[config.mk]
export PLATFORM = sky130hd
export DESIGN_NAME = stereo_frame_pairer
export DESIGN_NICKNAME = d
export VERILOG_FILES = /design/src/rtl/audio_pkg.sv /design/src/rtl/sample_fifo.sv /design/src/rtl/stereo_frame_pairer.sv
export SDC_FILE = /design/constraint.sdc
export NUM_CORES = 1
export LEC_CHECK = 0
export CORE_MARGIN = 2
export CORE_UTILIZATION = 63
export DETAILED_ROUTE_END_ITERATION = 16
export PLACE_DENSITY_LB_ADDON = 0.3
export SLEW_MARGIN = 20
export SYNTH_ARGS = -nofsm -noshare
export SYNTH_HDL_FRONTEND = slang
export SYNTH_HIERARCHICAL = 1
export SYNTH_SLANG_ARGS = --single-unit
[constraint.sdc]
create_clock -name i_clk -period 11.67 [get_ports i_clk]
set_clock_uncertainty 0.15 [all_clocks]
set_input_delay 2.334 -clock i_clk [delete_from_list [all_inputs] [get_ports i_clk]]
set_output_delay 2.334 -clock i_clk [all_outputs]
set_load 0.01 [all_outputs]
[src/rtl/audio_pkg.sv]
// Shared sample, frame and FSM state types for the stereo capture path.
package audio_pkg;

    localparam int unsigned SampleW = 16;

    typedef logic [SampleW-1:0] sample_t;

    typedef struct packed {
        sample_t left;
        sample_t right;
    } stereo_t;

    typedef enum logic [1:0] {
        IDLE,
        ALIGN,
        RUN
    } pair_state_e;

endpackage

[src/rtl/sample_fifo.sv]
// Synchronous show-ahead sample FIFO with flush and occupancy output.
module sample_fifo #(
    parameter int unsigned DW    = 16,
    parameter int unsigned DEPTH = 8
) (
    input  logic                     clk_i,
    input  logic                     rst_ni,
    input  logic                     flush_i,
    input  logic                     push_i,
    input  logic [DW-1:0]            push_data_i,
    input  logic                     pop_i,
    output logic [DW-1:0]            head_o,
    output logic                     full_o,
    output logic                     empty_o,
    output logic [$clog2(DEPTH):0]   level_o
);

    localparam int unsigned AW = $clog2(DEPTH);
    localparam logic [AW:0] PtrInc = {{AW{1'b0}}, 1'b1};

    logic [DW-1:0] mem [DEPTH];
    logic [AW:0]   wptr_q;
    logic [AW:0]   rptr_q;
    logic          push_ok;
    logic          pop_ok;

    always_comb begin
        empty_o = (wptr_q == rptr_q);
        // Same index with differing wrap bits means the write side lapped the read side.
        full_o  = (wptr_q[AW] != rptr_q[AW]) && (wptr_q[AW-1:0] == rptr_q[AW-1:0]);
        level_o = wptr_q - rptr_q;
        head_o  = mem[rptr_q[AW-1:0]];
        push_ok = push_i && !full_o;
        pop_ok  = pop_i && !empty_o;
    end

    always_ff @(posedge clk_i or negedge rst_ni) begin
        if (!rst_ni) begin
            wptr_q <= '0;
            rptr_q <= '0;
        end else if (flush_i) begin
            wptr_q <= '0;
            rptr_q <= '0;
        end else begin
            if (push_ok) wptr_q <= wptr_q + PtrInc;
            if (pop_ok)  rptr_q <= rptr_q + PtrInc;
        end
    end

    always_ff @(posedge clk_i) begin
        if (push_ok && !flush_i) mem[wptr_q[AW-1:0]] <= push_data_i;
    end

endmodule

[src/rtl/stereo_frame_pairer.sv]
// Pairs independent left/right ADC sample streams into {left,right} frames.
// Define STEREO_FRAME_PAIRER_DROP_EN to drop on overflow instead of backpressuring.
module stereo_frame_pairer
    import audio_pkg::*;
#(
    parameter int unsigned DW    = 16,
    parameter int unsigned DEPTH = 8
) (
    input  logic                   i_clk,
    input  logic                   i_rst_n,
    input  logic                   i_capture,
    input  logic [DW-1:0]          i_left_data,
    input  logic                   i_left_valid,
    output logic                   o_left_ready,
    input  logic [DW-1:0]          i_right_data,
    input  logic                   i_right_valid,
    output logic                   o_right_ready,
    output logic [2*DW-1:0]        o_frame_data,
    output logic                   o_frame_valid,
    input  logic                   i_frame_ready,
    output logic [$clog2(DEPTH):0] o_left_level,
    output logic [$clog2(DEPTH):0] o_right_level,
`ifdef STEREO_FRAME_PAIRER_DROP_EN
    output logic [15:0]            o_drop_cnt,
`endif
    output logic                   o_desync
);

    pair_state_e   state_q;
    logic          in_run;
    logic          in_align;
    logic          slip;
    logic          flush;
    logic          push_l;
    logic          push_r;
    logic          pop;
    logic          full_l;
    logic          full_r;
    logic          empty_l;
    logic          empty_r;
    logic [DW-1:0] head_l;
    logic [DW-1:0] head_r;

    always_comb begin
        in_run        = (state_q == RUN);
        in_align      = (state_q == ALIGN);
        slip          = in_run && ((full_l && empty_r) || (full_r && empty_l));
        flush         = (state_q == IDLE) || !i_capture || slip;
        o_frame_valid = in_run && !empty_l && !empty_r;
        pop           = o_frame_valid && i_frame_ready;
        o_frame_data  = o_frame_valid ? {head_l, head_r} : '0;
        o_desync      = slip;
`ifdef STEREO_FRAME_PAIRER_DROP_EN
        o_left_ready  = 1'b1;
        o_right_ready = 1'b1;
`else
        o_left_ready  = in_run ? !full_l : 1'b1;
        o_right_ready = in_run ? !full_r : 1'b1;
`endif
        // Readies derive only from registered FIFO state, never from i_frame_ready.
        push_l        = i_left_valid && !full_l && (in_run || in_align);
        push_r        = i_right_valid && !full_r && in_run;
    end

    always_ff @(posedge i_clk or negedge i_rst_n) begin
        if (!i_rst_n) begin
            state_q <= IDLE;
        end else if (!i_capture) begin
            state_q <= IDLE;
        end else begin
            case (state_q)
                IDLE:    state_q <= ALIGN;
                ALIGN:   if (i_left_valid) state_q <= RUN;
                RUN:     if (slip) state_q <= ALIGN;
                default: state_q <= IDLE;
            endcase
        end
    end

`ifdef STEREO_FRAME_PAIRER_DROP_EN
    logic [1:0] drops;

    always_comb begin
        drops = {1'b0, in_run && i_left_valid && full_l}
              + {1'b0, in_run && i_right_valid && full_r};
    end

    always_ff @(posedge i_clk or negedge i_rst_n) begin
        if (!i_rst_n) begin
            o_drop_cnt <= '0;
        end else if (drops != 2'd0) begin
            if ({1'b0, o_drop_cnt} + {15'd0, drops} > 17'h0FFFF) o_drop_cnt <= 16'hFFFF;
            else o_drop_cnt <= o_drop_cnt + {14'd0, drops};
        end
    end
`endif

    sample_fifo #(
        .DW    (DW),
        .DEPTH (DEPTH)
    ) u_left_fifo (
        .clk_i       (i_clk),
        .rst_ni      (i_rst_n),
        .flush_i     (flush),
        .push_i      (push_l),
        .push_data_i (i_left_data),
        .pop_i       (pop),
        .head_o      (head_l),
        .full_o      (full_l),
        .empty_o     (empty_l),
        .level_o     (o_left_level)
    );

    sample_fifo #(
        .DW    (DW),
        .DEPTH (DEPTH)
    ) u_right_fifo (
        .clk_i       (i_clk),
        .rst_ni      (i_rst_n),
        .flush_i     (flush),
        .push_i      (push_r),
        .push_data_i (i_right_data),
        .pop_i       (pop),
        .head_o      (head_r),
        .full_o      (full_r),
        .empty_o     (empty_r),
        .level_o     (o_right_level)
    );

endmodule

### Word-level counts from Yosys, hierarchy flattened

Memory sizes are Yosys's and may differ from the RTL's.
Cells that the tools add are included.

* memory bits (writable): 256
* output and inout port bits: 44
* latch bits: 0
* memories kept: 2
* bits of input ports: 38
* flip-flop bits (word level): 18
* logic and storage cells: 76
* bits in read-only memories: 0

* reductions and logical operators: 34
* divide/modulo/power cells: 0
* multiplexer cells: 19
* magnitude comparators: 0
* bitwise operators: 0
* shifts and indexed selects: 0
* add/sub/neg operators: 6
* multipliers: 0
* equal/unequal tests: 10

Memories
* u_left_fifo.mem: words 8, bits a word 16, rd ports 1, clocked after memory_dff 0, wr ports 1, line sample_fifo.sv:21 `logic [DW-1:0] mem [DEPTH];`
* u_right_fifo.mem: words 8, bits a word 16, rd ports 1, clocked after memory_dff 0, wr ports 1, line sample_fifo.sv:21

Operators by type and width (count)
* 32-bit 2-to-1 mux: 1
* 4-bit 2-to-1 mux: 8
* 1-bit logical AND: 18
* 4-bit by 1-bit adder with 4-bit output (second input constant): 4
* 4-bit == test: 2
* 2-bit nonzero test: 4
* 4-bit subtractor: 2
* 3-bit == test: 2
* 1-bit logical NOT: 6
* 1-bit 2-to-1 mux: 6
* 2-bit 2-to-1 mux: 3
* 3-bit inequality test (second input constant): 2
* 2-bit case mux with 3 select lines: 1
* 1-bit logical OR: 4
* 2-bit by 1-bit == test with 1-bit output (second input constant): 1
* 2-bit == test (second input constant): 1
* 2-bit logical NOT: 1
* 1-bit inequality test: 2
* 2-bit AND reduction: 1

### Depth between registers and ports, before layout

* depth after elaboration: 10
* gate-level depth with buffers: 13
* mapped depth without buffers: 10

### Modules after synthesis

Netlist, hierarchy kept.

By module, submodules not included
* sample_fifo: cells each 288, times used 2, area an instance 5449.0 um^2, seq. area each 4043.9 um^2
* stereo_frame_pairer: cells each 62, times used 1, area an instance 484.2 um^2, seq. area each 50.0 um^2

### Least setup slack after synthesis

OpenSTA, ideal clock, no wires.

* kind: input -> register
* start: input port i_capture
* end: memory u_left_fifo.mem[1][0] (enable)
* library setup time: 0.436 ns
* stages: 5
* buffers on the path: 1
* arrival: 4.770 ns
* setup slack: 6.314 ns
* required time: 11.084 ns
* cell sequence: inv_1 or3_1 buf_4 nor2_1 nor4b_1

* longest elaborated chain between the ends: 7

Ends and longest elaborated chain
* start: declaration: line stereo_frame_pairer.sv:11 `input logic i_capture,`
* 1-bit logical NOT
* 1-bit logical OR (2 in a row): line stereo_frame_pairer.sv:48 `flush = (state_q == IDLE) || !i_capture || slip;`
* named net flush: line stereo_frame_pairer.sv:33 `logic flush;`
* 1-bit logical NOT: line sample_fifo.sv:51 `if (push_ok && !flush_i) mem[wptr_q[AW-1:0]] <= push_data_i;`
* 1-bit logical AND: line sample_fifo.sv:51
* 1-bit 2-to-1 mux: line sample_fifo.sv:51
* 1-bit 2-to-1 mux (not written as such): line sample_fifo.sv:51
* end: declaration: line sample_fifo.sv:21

The timed path passes the listed nets, and every way through them passes these cells.

### Worst setup path in the final report

* start: register u_right_fifo.rptr_q[2]
* end: output port o_frame_data[4]

* longest elaborated chain between the ends: 4
* elaborated cells on any way between the ends: 5
* classes of those cells: eq/ne: 1; mux: 1; reduce/logical: 2; memory: 1

Ends and longest elaborated chain
* start: declaration: line sample_fifo.sv:23 `logic [AW:0] rptr_q;`
* start signal: assignment: line sample_fifo.sv:46 `if (pop_ok) rptr_q <= rptr_q + PtrInc;`
* 4-bit == test: line sample_fifo.sv:28 `empty_o = (wptr_q == rptr_q);`
* named net empty_r: line stereo_frame_pairer.sv:40 `logic empty_r;`
* 1-bit logical NOT: line stereo_frame_pairer.sv:49 `o_frame_valid = in_run && !empty_l && !empty_r;`
* 1-bit logical AND: line stereo_frame_pairer.sv:49
* 32-bit 2-to-1 mux: line stereo_frame_pairer.sv:51 `o_frame_data = o_frame_valid ? {head_l, head_r} : '0;`
* end: declaration: line stereo_frame_pairer.sv:18 `output logic [2*DW-1:0] o_frame_data,`

The timed path passes the listed nets, and every way through them passes these cells.

==> results.ini <==
[run_status]
outcome=finished clean

[critical_path]
setup.reg_to_reg.worst_slack_ps=5930
crit_type=reg -> out
r2r_start=u_right_fifo/rptr_q[2]
critPathMaxFanout=18
startpoint_class=register
required_ps=9190
worst-endpoint-arrival_ps=4790
crit_end_element=output pin
critical_path.startpoint=u_right_fifo/rptr_q[2]

[timing]
setup_viol=0
achievable-frequency_ghz=0.137
final_hold_viol_count=0
rsz0062_at_grt=false
maxSlewHeadroom_pct=24.3
period_share_pct=62.4
postLayoutSetupSlackWorst_ps=4390
final_tns_setup_ps=0
drv_slew=0
tightestPinTransition_ps=1130
min_period_ps=7280

[finish]
antennaDiodeCount=0
commonest_non_fill_non_tap_cell_in_the_layout=sky130_fd_sc_hd__edfxtp_1
post_route_cells_drive_above_1_share_pct=21.6
commonest_cells_after_routing_fill_and_taps_aside=sky130_fd_sc_hd__edfxtp_1 (256), sky130_fd_sc_hd__nand2_1 (103), sky130_fd_sc_hd__clkdlybuf4s50_1 (81), sky130_fd_sc_hd__mux4_2 (64), sky130_fd_sc_hd__clkbuf_16 (27)
nets=792
area_growth_pct=17.8

[detailed_routing]
drc_violation_count_after_routing=0
drt_pass1_iterations=4
dr_total_vias=6012
ant_nets=0
routed_wirelength_normalized_by_instance_count_um=22.5
routed_wl_mm=22.2
drt_via_density=6.09
drt-initial-drc-count=372

[synthesis]
synth_simple_gate_area_share_pct=8.22
synth-seq-cells=274
synth_area_leaders=sky130_fd_sc_hd__edfxtp_1 (68%), sky130_fd_sc_hd__mux4_2 (13%), sky130_fd_sc_hd__dfrtp_1 (4.0%)
synth_top_area_share_pct=67.5
syn_avg_cell_area_um2=17.8
synth_xor_area_share_pct=1.67
adder_cell_share_of_the_synthesized_area_pct=1.89
yosys_warnings=6
distinct_cell_type_count_after_synthesis=42
synthDominantAreaCellType=sky130_fd_sc_hd__edfxtp_1
synth_compound_area_share_pct=1.39
syn_nets=692
post_synth_mux_area_share_pct=13.0
syn-cell-area_um2=11400
synth.yosys.seq_area_share_pct=71.5
synth_top_family_by_area=multiplexers
post_synth_inst_count=638

[floorplanning]
die_width_um=138
design.portCount=82
floorplan.initialDensity_pct=63.8
floorplan.die_area_um2=19200
fp.dieH_um=138
core_area_um2=17800
rows=49

[global_route]
gr-total-overflow=0
grtUsageTotal_pct=23.6
grt_first_pass_wirelength_mm=34.9
first_global_vias=6422
grt_start_max_net_pins=38
antenna_violations_before_repair=0

[power]
power-per-cell-area_nw_per_um2=152
ir_worst_vdd_uv=138
total_leakage_power_nw=4.52

[cts]
maximum_clock_path_buffer_count=3
cts_tree=built
worst_skew_pair.late_latency_ps=530
htreeDepth=1
cts_root_buffer=sky130_fd_sc_hd__clkbuf_16
number_of_buffers_created_by_cts=27
cts_resized=0
path_clk_slew_ps=60
postCtsHoldBufs=0
postCtsSetupRepairBufs=0
numClockSinks=274

[placement]
dpl.hpwl_mm=13.2
place_worst_setup_slack_ps=4980
place_congestion=0.811
port_buffers=81

[hold_path]
holdCritPathClass=reg -> reg
startpoint_of_the_worst_hold_path=u_left_fifo/wptr_q[3]

[flow_run]
max_cap_violations=0

## metal layers
metal  track usage, %  vias up  wire (um)
met5                0        -          0
met4             8.27        0        635
met3             3.36       48       1220
met2             42.2      206      11900
met1             29.8     3104       8400
li1                 -     2654          -
## cell families after synthesis
group	after synthesis
AOI/OAI and AO/OA	21
and+or+nand+nor	192
xor gates and xnor gates	20
buffers and inverters	47
DFF	274
muxes	68
adders and majority gates	16
## Yosys cell counts (all sizes together)
cell and n:
edfxtp 256, clkinv 2, and3 2, nor3 7
a21oi 6, mux2i 4, xor2 4, inv 18
nor4b 2, fa 2, nor3b 1, nand2b 3
dfrtp 18, a21o 2, o21ai 5, and2 34
o221ai 1, clkbuf 6, o211ai 4, nand2 103
a22o 1, a221oi 1, nand4 4, nor4 8
ha 14, nand3 3, xnor2 16, and3b 1
or3 1, nor2 23, o2111ai 1, buf 21
mux4 64
## cell type report
| cell class | count | area (um2) |
|---|---|---|
| sequential | 274 | 8140 |
| clock inverter | 20 | 168 |
| tap | 229 | 287 |
| timing repair buffer | 98 | 938 |
| fill | 982 | 4440 |
| inverter | 20 | 75.1 |
| multi-input combinational | 317 | 3110 |
| clock buffer | 30 | 687 |
## per-stage QoR
| stage | instance area (um2) | utilization [%] | hold slack, ps | total power, mW | std cells |
|---|---|---|---|---|---|
| 5_1_grt | 13400 | 75.1 | 527 | 2.10 | 988 |
| 2_1_floorplan | 11400 | - | 434 | 1.17 | 638 |
| 3_5_place_dp | 12600 | 70.3 | 485 | 1.23 | 938 |
| 6_report | 13400 | 75.1 | 496 | 2.03 | 988 |
| 3_3_place_gp | 12600 | 70.3 | 452 | 1.22 | 938 |
| 4_1_cts | 13400 | 75.1 | 495 | 2.05 | 988 |
## flip-flops by register name (all words and copies together) (netlist names)
signal	flops
u_left_fifo/mem	128
u_right_fifo/mem	128
u_left_fifo/rptr_q	4
u_left_fifo/wptr_q	4
u_right_fifo/rptr_q	4
u_right_fifo/wptr_q	4
state_q	2
## power by group
part / internal, mW / total, mW / switching [mW] / leakage, nW
Sequential: 1.09 / 1.09 / 0.00677 / 2.55
Combinational: 0.0408 / 0.114 / 0.0732 / 1.56
Clock: 0.471 / 0.825 / 0.355 / 0.416
## final timing paths
kind                                               end  depth (start not counted)
worst max-delay path                   o_frame_data[4]                          8
worst min-delay path             u_left_fifo/wptr_q[3]                          2
worst max register to register   u_left_fifo/mem[2][9]                         10
worst min register to register   u_left_fifo/wptr_q[3]                          2
max in group asynchronous       u_right_fifo/rptr_q[0]                          1
min in group asynchronous       u_right_fifo/wptr_q[3]                          1
## worst max-delay path, stage by stage (launching register included)
cell                              delay (ps)
sky130_fd_sc_hd__dfrtp_1                 870
sky130_fd_sc_hd__clkinv_1                840
sky130_fd_sc_hd__ha_1                    650
sky130_fd_sc_hd__nand3_4                 150
sky130_fd_sc_hd__nor2_1                  100
sky130_fd_sc_hd__nor3_4                  530
sky130_fd_sc_hd__buf_4                   380
sky130_fd_sc_hd__and2_1                  200
sky130_fd_sc_hd__clkdlybuf4s50_1         550
Note: power is estimated with default switching activity, not from simulation.
